**src/rtl/layer1_rx_pkg.sv**
```systemverilog
// Shared types for the layer-1 receive source arbiter: FSM states and source index type.
package layer1_rx_pkg;

   localparam int unsigned NumSrc = 4;

   typedef logic [$clog2(NumSrc)-1:0] src_id_t;

   typedef enum logic [1:0] {
      StIdle,
      StPass,
      StDrain
   } state_e;

endpackage

```
**src/rtl/layer1_rx_src_arb_if.sv**
```systemverilog
// Bundled source-side and output-side AXI-Stream signals of the receive arbiter.
interface layer1_rx_src_arb_if #(
   parameter int unsigned N_SRC  = 4,
   parameter int unsigned DATA_W = 64
);

   logic [N_SRC-1:0]             s_axis_tvalid;
   logic [N_SRC-1:0]             s_axis_tready;
   logic [N_SRC-1:0][DATA_W-1:0] s_axis_tdata;
   logic [N_SRC-1:0]             s_axis_tlast;

   logic                         m_axis_output_tvalid;
   logic                         m_axis_output_tready;
   logic [DATA_W-1:0]            m_axis_output_tdata;
   logic                         m_axis_output_tlast;

   // Environment side: drives the sources and the output back-pressure.
   modport master (
      output s_axis_tvalid, s_axis_tdata, s_axis_tlast, m_axis_output_tready,
      input  s_axis_tready, m_axis_output_tvalid, m_axis_output_tdata, m_axis_output_tlast
   );

   // Arbiter side.
   modport slave (
      input  s_axis_tvalid, s_axis_tdata, s_axis_tlast, m_axis_output_tready,
      output s_axis_tready, m_axis_output_tvalid, m_axis_output_tdata, m_axis_output_tlast
   );

endinterface

```
**src/rtl/layer1_rr_pick.sv**
```systemverilog
// Combinational rotating-priority picker: first requester after ptr_i, wrapping modulo N_SRC.
module layer1_rr_pick
   import layer1_rx_pkg::*;
#(
   parameter int unsigned N_SRC = NumSrc
) (
   input  logic [N_SRC-1:0]         req_i,
   input  logic [$clog2(N_SRC)-1:0] ptr_i,
   output logic                     gnt_vld_o,
   output logic [$clog2(N_SRC)-1:0] gnt_id_o
);

   localparam int unsigned IdW = $clog2(N_SRC);

   always_comb begin
      gnt_vld_o = 1'b0;
      gnt_id_o  = '0;
      for (int unsigned i = 1; i <= N_SRC; i++) begin
         logic [IdW-1:0] idx;
         idx = IdW'((32'(ptr_i) + i) % N_SRC);
         if (!gnt_vld_o && req_i[idx]) begin
            gnt_vld_o = 1'b1;
            gnt_id_o  = idx;
         end
      end
   end

endmodule

```
**src/rtl/layer1_rx_src_arb.sv**
```systemverilog
// Frame-atomic arbiter sharing one output stream between N_SRC sources, with frame-length
// truncation: beats past cfg_max_beats are drained from the source and never forwarded.
module layer1_rx_src_arb
   import layer1_rx_pkg::*;
#(
   parameter int unsigned N_SRC  = NumSrc,
   parameter int unsigned DATA_W = 64,
   parameter int unsigned BEAT_W = 16
) (
   input  logic                     clk,
   input  logic                     reset,
   layer1_rx_src_arb_if.slave       axis,
   input  logic                     cfg_rr_en,
   input  logic [$clog2(N_SRC)-1:0] cfg_sel,
   input  logic [BEAT_W-1:0]        cfg_max_beats,
   output logic [$clog2(N_SRC)-1:0] grant_id,
   output logic                     busy,
   output logic [31:0]              frame_cnt,
   output logic [15:0]              overrun_cnt
);

   localparam int unsigned IdW = $clog2(N_SRC);

   state_e            state_q, state_d;
   logic [IdW-1:0]    grant_q, grant_d;
   logic [IdW-1:0]    ptr_q, ptr_d;
   logic [BEAT_W-1:0] max_q, max_d;
   logic [BEAT_W-1:0] beat_q, beat_d;
   logic [31:0]       frame_q, frame_d;
   logic [15:0]       ovr_q, ovr_d;

   logic              pick_vld;
   logic [IdW-1:0]    pick_id;
   logic              sel_ok;
   logic              g_valid, g_last, hs, force_last;
   logic [DATA_W-1:0] g_data;

   layer1_rr_pick #(
      .N_SRC(N_SRC)
   ) u_pick (
      .req_i    (axis.s_axis_tvalid),
      .ptr_i    (ptr_q),
      .gnt_vld_o(pick_vld),
      .gnt_id_o (pick_id)
   );

   assign sel_ok  = 32'(cfg_sel) < N_SRC;
   assign g_valid = axis.s_axis_tvalid[grant_q];
   assign g_last  = axis.s_axis_tlast[grant_q];
   assign g_data  = axis.s_axis_tdata[grant_q];
   assign hs      = g_valid & axis.m_axis_output_tready;
   // The beat at index max-1 is the last one forwarded; a zero limit disables truncation.
   assign force_last = (max_q != '0) && (beat_q == max_q - BEAT_W'(1));

   assign axis.m_axis_output_tdata = g_data;
   assign grant_id    = grant_q;
   assign busy        = (state_q != StIdle);
   assign frame_cnt   = frame_q;
   assign overrun_cnt = ovr_q;

   always_comb begin
      state_d = state_q;
      grant_d = grant_q;
      ptr_d   = ptr_q;
      max_d   = max_q;
      beat_d  = beat_q;
      frame_d = frame_q;
      ovr_d   = ovr_q;
      axis.s_axis_tready        = '0;
      axis.m_axis_output_tvalid = 1'b0;
      axis.m_axis_output_tlast  = 1'b0;

      unique case (state_q)
         StIdle: begin
            if (cfg_rr_en ? pick_vld : (sel_ok && axis.s_axis_tvalid[cfg_sel])) begin
               grant_d = cfg_rr_en ? pick_id : cfg_sel;
               ptr_d   = grant_d;
               max_d   = cfg_max_beats;
               beat_d  = '0;
               state_d = StPass;
            end
         end
         StPass: begin
            axis.m_axis_output_tvalid    = g_valid;
            axis.m_axis_output_tlast     = g_last | force_last;
            axis.s_axis_tready[grant_q]  = axis.m_axis_output_tready;
            if (hs) begin
               beat_d = beat_q + BEAT_W'(1);
               if (g_last) begin
                  frame_d = frame_q + 32'd1;
                  state_d = StIdle;
               end else if (force_last) begin
                  ovr_d   = (ovr_q == 16'hFFFF) ? ovr_q : ovr_q + 16'd1;
                  state_d = StDrain;
               end
            end
         end
         StDrain: begin
            axis.s_axis_tready[grant_q] = 1'b1;
            if (g_valid && g_last) begin
               frame_d = frame_q + 32'd1;
               state_d = StIdle;
            end
         end
         default: state_d = StIdle;
      endcase
   end

   always_ff @(posedge clk) begin
      if (reset) begin
         state_q <= StIdle;
         grant_q <= '0;
         ptr_q   <= IdW'(N_SRC - 1);
         max_q   <= '0;
         beat_q  <= '0;
         frame_q <= '0;
         ovr_q   <= '0;
      end else begin
         state_q <= state_d;
         grant_q <= grant_d;
         ptr_q   <= ptr_d;
         max_q   <= max_d;
         beat_q  <= beat_d;
         frame_q <= frame_d;
         ovr_q   <= ovr_d;
      end
   end

endmodule

```
**src/flat_wrapper.sv**
```systemverilog
// flat-port wrapper written by rule: the top's interface ports become plain ports
module layer1_rx_src_arb_flat import layer1_rx_pkg::*;
#(
   parameter int unsigned N_SRC  = NumSrc,
   parameter int unsigned DATA_W = 64,
   parameter int unsigned BEAT_W = 16
)
  (clk, reset, cfg_rr_en, cfg_sel, cfg_max_beats, grant_id, busy, frame_cnt, overrun_cnt, axis_s_axis_tvalid, axis_s_axis_tdata, axis_s_axis_tlast, axis_m_axis_output_tready, axis_s_axis_tready, axis_m_axis_output_tvalid, axis_m_axis_output_tdata, axis_m_axis_output_tlast);
  layer1_rx_src_arb_if #(.N_SRC(N_SRC), .DATA_W(DATA_W)) axis_i ();
  input  logic clk;
  input  logic reset;
  input  logic cfg_rr_en;
  input  logic [$clog2(N_SRC)-1:0] cfg_sel;
  input  logic [BEAT_W-1:0] cfg_max_beats;
  output logic [$clog2(N_SRC)-1:0] grant_id;
  output logic busy;
  output logic [31:0] frame_cnt;
  output logic [15:0] overrun_cnt;
  input wire logic [$bits(axis_i.s_axis_tvalid)-1:0] axis_s_axis_tvalid;
  input wire logic [$bits(axis_i.s_axis_tdata)-1:0] axis_s_axis_tdata;
  input wire logic [$bits(axis_i.s_axis_tlast)-1:0] axis_s_axis_tlast;
  input wire logic [$bits(axis_i.m_axis_output_tready)-1:0] axis_m_axis_output_tready;
  output wire logic [$bits(axis_i.s_axis_tready)-1:0] axis_s_axis_tready;
  output wire logic [$bits(axis_i.m_axis_output_tvalid)-1:0] axis_m_axis_output_tvalid;
  output wire logic [$bits(axis_i.m_axis_output_tdata)-1:0] axis_m_axis_output_tdata;
  output wire logic [$bits(axis_i.m_axis_output_tlast)-1:0] axis_m_axis_output_tlast;
  assign axis_i.s_axis_tvalid = axis_s_axis_tvalid;
  assign axis_i.s_axis_tdata = axis_s_axis_tdata;
  assign axis_i.s_axis_tlast = axis_s_axis_tlast;
  assign axis_i.m_axis_output_tready = axis_m_axis_output_tready;
  assign axis_s_axis_tready = axis_i.s_axis_tready;
  assign axis_m_axis_output_tvalid = axis_i.m_axis_output_tvalid;
  assign axis_m_axis_output_tdata = axis_i.m_axis_output_tdata;
  assign axis_m_axis_output_tlast = axis_i.m_axis_output_tlast;
  layer1_rx_src_arb #(.N_SRC(N_SRC), .DATA_W(DATA_W), .BEAT_W(BEAT_W)) u_core (.clk(clk), .reset(reset), .axis(axis_i), .cfg_rr_en(cfg_rr_en), .cfg_sel(cfg_sel), .cfg_max_beats(cfg_max_beats), .grant_id(grant_id), .busy(busy), .frame_cnt(frame_cnt), .overrun_cnt(overrun_cnt));
endmodule
```
**config.mk**
```make
export PLATFORM = sky130hd
export DESIGN_NAME = layer1_rx_src_arb_flat
export DESIGN_NICKNAME = d
export VERILOG_FILES = /design/src/rtl/layer1_rx_pkg.sv /design/src/rtl/layer1_rx_src_arb_if.sv /design/src/rtl/layer1_rr_pick.sv /design/src/rtl/layer1_rx_src_arb.sv /design/src/flat_wrapper.sv
export SDC_FILE = /design/constraint.sdc
export NUM_CORES = 1
export LEC_CHECK = 0
export BUFFER_PORTS_ARGS = -buffer_cell sky130_fd_sc_hd__buf_2
export CAP_MARGIN = 10
export CORE_AREA = 2 2 158 160
export DETAILED_ROUTE_END_ITERATION = 8
export DIE_AREA = 0 0 160 162
export MAX_ROUTING_LAYER = met4
export REMOVE_ABC_BUFFERS = 1
export SLEW_MARGIN = 20
export SYNTH_ARGS = -nofsm -noshare
export SYNTH_HDL_FRONTEND = slang
export SYNTH_SLANG_ARGS = --single-unit
```
**constraint.sdc**
```tcl
create_clock -name clk -period 3.34 [get_ports clk]
set_input_delay 0.334 -clock clk [delete_from_list [all_inputs] [get_ports clk]]
set_output_delay 0.334 -clock clk [all_outputs]
set_load 0.05 [all_outputs]
```
==> results of run 1 <==
repair_timing:
| action | CTS | global route |
|---|---|---|
| pin swaps | 6 | 1 |
| hold endpoints to repair | 0 | 0 |
| resized for setup | 12 | 0 |
| setup buffers | 2 | 0 |
| endpoints found under the setup margin | 19 | 2 |
metal layers:
layer  global-route usage [%]  vias to the layer above
met5                        -                        -
met4                     7.82                        0
met3                     8.61                       36
met2                     36.0                      309
met1                     28.0                     3389
li1                         -                     3229
cell families (layout without fill, tap and decap cells):
| kind of cell | Yosys count | count (layout) | share of synthesized area, % |
|---|---|---|---|
| buffers and inverters | 65 | 477 | 4.13 |
| other | 0 | 9 | 0 |
| muxes | 92 | 92 | 28.6 |
| and+or+nand+nor | 262 | 262 | 21.9 |
| DFF | 86 | 86 | 27.9 |
| adders and majority gates | 7 | 7 | 1.42 |
| xor gates and xnor gates | 59 | 59 | 8.36 |
| AOI/OAI and AO/OA | 70 | 70 | 7.69 |
path summary, 6_finish.rpt:
kind                               startpoint                                  to  cells past startpoint
max              u_core.max_q[1]$_SDFFE_PP0P_            axis_m_axis_output_tlast                     10
min reg2reg  u_core.frame_cnt[4]$_SDFFE_PP0P_    u_core.frame_cnt[4]$_SDFFE_PP0P_                      2
min                          cfg_max_beats[6]        u_core.max_q[6]$_SDFFE_PP0P_                      3
max reg2reg      u_core.max_q[1]$_SDFFE_PP0P_  u_core.overrun_cnt[6]$_SDFFE_PP0P_                     10
through the flow:
step / total power [W] / TNS [ns] / setup WS (ns)
floorplan: 0.00314 / -197.82 / -2.78
global placement: 0.00403 / -2.42 / -0.308
detailed placement: 0.00405 / -2.78 / -0.356
CTS: 0.00519 / -0.00649 / -0.00649
global route: 0.00538 / -0.181 / -0.137
finish: 0.00516 / 0 / 0.0155
state kept, by name, indices dropped and copies added (netlist names):
register / cells
u_core.beat_q: 16
u_core.state_q: 2
u_core.max_q: 16
u_core.grant_id: 2
u_core.ptr_q: 2
u_core.overrun_cnt: 16
u_core.frame_cnt: 32
report_power, final:
| part | switching (W) | leakage (nW) | internal (W) |
|---|---|---|---|
| sequential | 0.0000613 | 0.699 | 0.00109 |
| clock | 0.000430 | 0.160 | 0.000678 |
| combinational | 0.00189 | 3.12 | 0.00101 |
final cells by class:
type	count	area, µm²	area share, %
multi-input cells	490	4250	46.6
diodes	9	22.5	0.247
clock inverters	5	82.6	0.904
inverters	22	82.6	0.904
repair buffers	439	2310	25.3
clock buffers	11	243	2.66
well taps	324	405	4.44
flip-flops and latches	86	1730	19.0
worst min-delay path: cells and delay by family:
| kind | cells | cell delay (ns) |
|---|---|---|
| buffers and inverters | 1 | 0.07 |
| muxes | 1 | 0.05 |
| and+or+nand+nor | 1 | 0.07 |
placed cells by master (no fill, tap or decap), drive strengths merged, types with 11 or more instances in the layout:
cell	count
o21ai	11
nor2	93
nand4	20
nor3	20
a21oi	19
or3	12
buf	439
nand2	27
nand3	21
mux4	67
mux2i	18
nor2b	13
inv	22
xor2	21
clkbuf	11
xnor2	38
dfxtp	86
==> results.toml, run 1 <==
[outcome]
status = "finished, final reports clean"

[clock_tree]
cts_root_buffer = "clkbuf_16"
maximum_clock_path_buffer_count = 2
htree_levels = 3
cts_inserted_buffers = 9
postCtsHoldBufs = 0
cts_tree = "done"
clock_latency_on_the_worst_skew_pair_ns = 0.34
clock_sinks = 86
clkTransAtPathRegs_ns = 0.07

[run]
maximum_capacitance_violations = 0

[drt]
highest_layer = "met4"
wl_per_cell_um = 22.3
drt.antenna.violating_nets = 0
via_count = 6963
drt_iter0_markers = 613
met1Wirelength_um = 12500
routed-wl-met2_um = 14600
route.detailed.drc = 0
met3WireLength_um = 3100
route.final.wire_length_um = 30900
detail_route.vias_per_cell = 5.02
detail_route.first_pass.iterations = 6

[worst_setup_path]
crit_chain = "inv_2 -> ha_4 -> or4b_4 -> or4_4 -> xnor2_2 -> a2111o_1 -> buf_6 -> nor4_4 -> o21a_1 -> buf_12"
criticalPathCategory = "reg2out"
regToRegSetupSlack_ns = 0.10
timing.critical_path.slowest_cell_delay_ns = 0.48
worst-endpoint-arrival_ns = 2.99
start_kind = "flop"
critPathCaptureType = "output pin"
critical_path_peak_fanout = 2
worstPathBufferInverterCount = 3
slowest_stage = "or4b_4"
cp_data_required_time_ns = 3.01
timing.critical_path.max_delay_family = "simple AND/OR/NAND/NOR gates"

[sta]
setup-violations-final = 0
timing.clock.skew_ns = 0.0112
final.min_clock_period_ns = 3.32
slew_viol_final = 0
fin_hold_ws_ns = 0.223
grt_setup_unrepaired = "yes"
tightest_slew_ns = 0.650
slew_headroom_pct = 56.6
hold_viol_final = 0
max_freq_mhz = 301
finalCritPeriodShare_pct = 99.5

[power_and_ir_drop]
irDropWorstVdd_v = 0.000276
powerDensity_nw_per_um2 = 565
power.leakage_nw = 3.98

[cells_and_area]
n_fill_cell = 2534
fin_nets = 1341
area_growth_pct = 47.8
layout.cells.non_filler = 1386
final_cell_area_um2 = 9130
proportion_of_layout_cells_with_a_drive_suffix_above_1_pct = 52.3
finish.utilization_pct = 37.9

[yosys]
synth_sequential_area_ratio_pct = 27.9
most_used_dff_post_synth = "dfxtp_1"
syn_avg_cell_area_um2 = 9.64
post_synth_instance_area_um2 = 6180
synth.top_cells.by_area = "dfxtp_1 (28%), mux4_2 (24%), nor2_1 (5.6%)"
synth.top_cells.by_count = "nor2_1 (93), dfxtp_1 (86), mux4_2 (67)"
synthesized_instance_count = 641
yosys.area.top_type_share_pct = 27.9
synthArstFlopShare_pct = 0
post-synth-top-count-cell = "nor2_1"
synth_enable_flop_cells = 0
synth_largest_area_cell = "dfxtp_1"
synth_seq_cells = 86
synthDistinctLibCells = 57
synth_warnings = 0

[grt]
grt_use_total_pct = 23.2
antenna_found_initial = 18
maximum_number_of_pins_on_one_net_before_global_route_repair = 71
grt_first_pass_wirelength_um = 43400
grt_pass1_vias = 6702
globalRoute.totalOverflow = 0

[floorplanning]
fp.dieArea_um2 = 25900
die_h_um = 162
design.portCount = 407
rows = 57
initial_utilization_pct = 25.6
coreArea_um2 = 24100
die_w_um = 160

[placement]
dp.final_hpwl_um = 26100
placedInstanceArea_um2 = 8720
placed_cells_incl_taps = 1359
port_buffer_count = 406
globalplace.congestion = 0.910

[hold_path]
min-delay-path-class = "in2reg"
(Power assumes the default switching activity.)
==> run 2: changes to the inputs <==
--- a/config.mk
+++ b/config.mk
@@ -5,11 +5,12 @@
 export SDC_FILE = /design/constraint.sdc
 export NUM_CORES = 1
 export LEC_CHECK = 0
+export ABC_AREA = 1
 export BUFFER_PORTS_ARGS = -buffer_cell sky130_fd_sc_hd__buf_2
 export CAP_MARGIN = 10
-export CORE_AREA = 2 2 158 160
+export CORE_AREA = 2 2 156 158
 export DETAILED_ROUTE_END_ITERATION = 8
-export DIE_AREA = 0 0 160 162
+export DIE_AREA = 0 0 158 160
 export MAX_ROUTING_LAYER = met4
 export REMOVE_ABC_BUFFERS = 1
 export SLEW_MARGIN = 20
==> run 2 against run 1 <==
  * Cell count rose by 35%
  * Routed wire length rose by 48%
  * Global-route usage rose by 12 points
  * Largest power group unchanged
  * Area after synthesis rose by 12%
  * Critical path type unchanged
  * Critical endpoint unchanged
  * Largest cell class unchanged
  * Hold slack got worse by 0.017 ns
  * Utilization rose by 2.5 points
==> results.toml, run 2 <==
[outcome]
status = "finished, final reports clean"

[cells_and_area]
layout_common_cells = "buf_2 (406), nand2_1 (320), a22oi_1 (113), nor2_1 (109), inv_1 (100)"
fin_nets = 1804
largest_reg_flops = 32
final_cell_area_um2 = 9620
proportion_of_layout_cells_with_a_drive_suffix_above_1_pct = 31.5
n_fill_cell = 2715
area_growth_pct = 38.6
final_common_cell = "buf_2"

[worst_setup_path]
worst-endpoint-arrival_ns = 2.80
timing.critical_path.slowest_cell_delay_ns = 0.32
cp_data_required_time_ns = 3.01
regToRegSetupSlack_ns = 0.59
start_kind = "flop"
cell_mode_on_critical_path = "nand2_1"
critical_path_peak_fanout = 5
ff2ff_path_depth = 11
rr_startpoint = "u_core.state_q[1]$_SDFFE_PP0P_"
criticalPathCategory = "reg2out"
critical_path.reg2reg.endpoint = "u_core.overrun_cnt[6]$_SDFFE_PP0P_"
critPathCaptureType = "output pin"
crit_chain = "inv_1 -> ha_1 -> nand2_1 -> nor2_1 -> nand3_1 -> nand2_1 -> nand2_1 -> nor2_1 -> nand2_2 -> nor2_4 -> nand3_1 -> a21oi_1 -> buf_2"
slowest_stage = "dfxtp_1"

[yosys]
synth_enable_flop_cells = 0
synth_warnings = 0
synth.top_cells.by_area = "dfxtp_1 (25%), nand2_1 (17%), a22oi_1 (12%)"
synth_largest_area_cell = "dfxtp_1"
synthesized_instance_count = 1133
post-synth-top-count-cell = "nand2_1"
synth_sequential_area_ratio_pct = 24.8
synthDistinctLibCells = 41
synthArstFlopShare_pct = 0
post_synth_instance_area_um2 = 6940
yosys.area.top_type_share_pct = 24.8
synth.top_cells.by_count = "nand2_1 (320), a22oi_1 (113), nor2_1 (111)"
most_used_dff_post_synth = "dfxtp_1"
syn_avg_cell_area_um2 = 6.13
synth_seq_cells = 86

[sta]
grt_setup_unrepaired = "no"
timing.clock.skew_ns = 0.0123
setup-violations-final = 0
finalCritPeriodShare_pct = 93.7
tightest_slew_ns = 0.843
slew_headroom_pct = 43.8
slew_viol_final = 0
worst_case_setup_margin_in_the_final_layout_ns = 0.210
final.min_clock_period_ns = 3.13
hold_viol_final = 0
max_freq_mhz = 319

[power_and_ir_drop]
cellInternalPower_w = 0.00315
clkPwrFrac_pct = 11.6
irDropWorstVdd_v = 0.000492
p_total_w = 0.00861
pwr-share-comb_pct = 72.6
powerDensity_nw_per_um2 = 895
power_frac_seq_pct = 15.8
netSwitchingPower_w = 0.00546
power.leakage_nw = 4.58
netSwitchingFraction_pct = 63.4

[placement]
placedInstanceArea_um2 = 9240
port_buffer_count = 406
globalplace.congestion = 1.02
dp.final_hpwl_um = 38200
place_ws_ns = 0.595

[clock_tree]
cts_root_buffer = "clkbuf_16"
maximum_clock_path_buffer_count = 2
htree_levels = 3
cts-resized-gates = 0
cts_inserted_buffers = 9
cts_tree = "done"
cts_setup_buffers = 0
clock_latency_on_the_worst_skew_pair_ns = 0.35
clkTransAtPathRegs_ns = 0.07
postCtsHoldBufs = 0
clock_sinks = 86

[floorplanning]
coreArea_um2 = 23800
die_w_um = 158
fp.dieArea_um2 = 25300
initial_utilization_pct = 29.1
design.portCount = 407
rows = 57
die_h_um = 160

[drt]
wl_per_cell_um = 24.2
route.detailed.drc = 0
detail_route.first_pass.iterations = 6
drt.antenna.violating_nets = 0
route.final.wire_length_um = 45500
drt_iter0_markers = 1073
via_count = 9881
detail_route.vias_per_cell = 5.26

[grt]
antenna_found_initial = 40
grt_use_total_pct = 35.3
grt_pass1_vias = 8752
grt_first_pass_wirelength_um = 61300
globalRoute.totalOverflow = 0
maximum_number_of_pins_on_one_net_before_global_route_repair = 65

[hold_path]
worst_hold_path_startpoint = "cfg_max_beats[15]"
min-delay-path-class = "in2reg"
worstHoldPathCells = 3
min_delay_worst_endpoint = "u_core.max_q[15]$_SDFFE_PP0P_"

[run]
maximum_capacitance_violations = 0
[run 2: changes by cell type after synthesis, sizes merged, moves of 18 or more]
cell | before | now
nand2 | 27 | 328
a22oi | 0 | 113
inv | 22 | 108
mux4 | 67 | 0
a21oi | 19 | 67
nand3 | 21 | 67
nor2 | 93 | 130
o21ai | 11 | 42
xnor2 | 38 | 13
nor3 | 20 | 42
mux2i | 18 | 0
[run 2: metal layers]
metal	track usage, %	wire [µm]	up-vias
li1	-	-	4636
met1	42.7	18400	4595
met2	52.9	20000	591
met3	17.3	6470	59
met4	7.53	675	0
met5	-	0	-
[run 2: cells by family after synthesis]
kind of cell / after synthesis / share of synthesized area, %
compound gates: 237 / 21.8
xor+xnor: 35 / 4.42
fa+ha+maj: 7 / 1.26
buf+inv: 160 / 9.34
flops: 86 / 24.8
simple gates: 608 / 38.4
[run 2: per-stage QoR]
step	hold WS [ns]	utilization, %	setup TNS [ns]	cells
3_3_place_gp	0.485	38.8	0	1824
6_report	0.206	40.4	0	1878
3_5_place_dp	0.490	38.8	0	1824
2_1_floorplan	0.403	-	-92.66	1082
5_1_grt	0.241	40.3	0	1871
4_1_cts	0.199	40.0	0	1840
[run 2: how the worst max path moves through the flow]
stage	to	slack [ns]	depth (start not counted)	from
3_5_place_dp	axis_m_axis_output_tlast	0.60	13	u_core.max_q[0]$_SDFFE_PP0P_
5_1_grt	axis_m_axis_output_tlast	0.03	13	u_core.max_q[0]$_SDFFE_PP0P_
6_report	axis_m_axis_output_tlast	0.21	13	u_core.max_q[0]$_SDFFE_PP0P_
2_1_floorplan	u_core.frame_cnt[4]$_SDFFE_PP0P_	-1.66	12	u_core.grant_id[0]$_SDFFE_PP0P_
4_1_cts	axis_m_axis_output_tlast	0.20	13	u_core.max_q[0]$_SDFFE_PP0P_
3_3_place_gp	axis_m_axis_output_tlast	0.63	13	u_core.max_q[0]$_SDFFE_PP0P_
[run 2: power by group through the flow]
stage	Clock (W)	Combinational, W	Sequential, W
finish	0.000999	0.00625	0.00136
global route	0.00106	0.00660	0.00137
CTS	0.00102	0.00615	0.00135
detailed placement	0	0.00615	0.00138
global placement	0	0.00617	0.00137
floorplan	0	0.00413	0.00139
[run 2: area by class of cell]
type / count / area (µm²) / share of cell area (%)
diodes: 38 / 95.1 / 0.988
clock buffers: 9 / 225 / 2.34
clock inverters: 7 / 56.3 / 0.585
inverters: 109 / 409 / 4.25
multi-input cells: 887 / 4590 / 47.7
flip-flops and latches: 86 / 1720 / 17.9
well taps: 324 / 405 / 4.21
repair buffers: 418 / 2120 / 22.1
[run 2: critical path: cells and delay by family, from the launching register on]
family          cells  cell delay [ns]
fa+ha+maj           1             0.28
compound gates      1             0.29
buf+inv             2             0.47
flops               1             0.32
simple gates        9             1.08
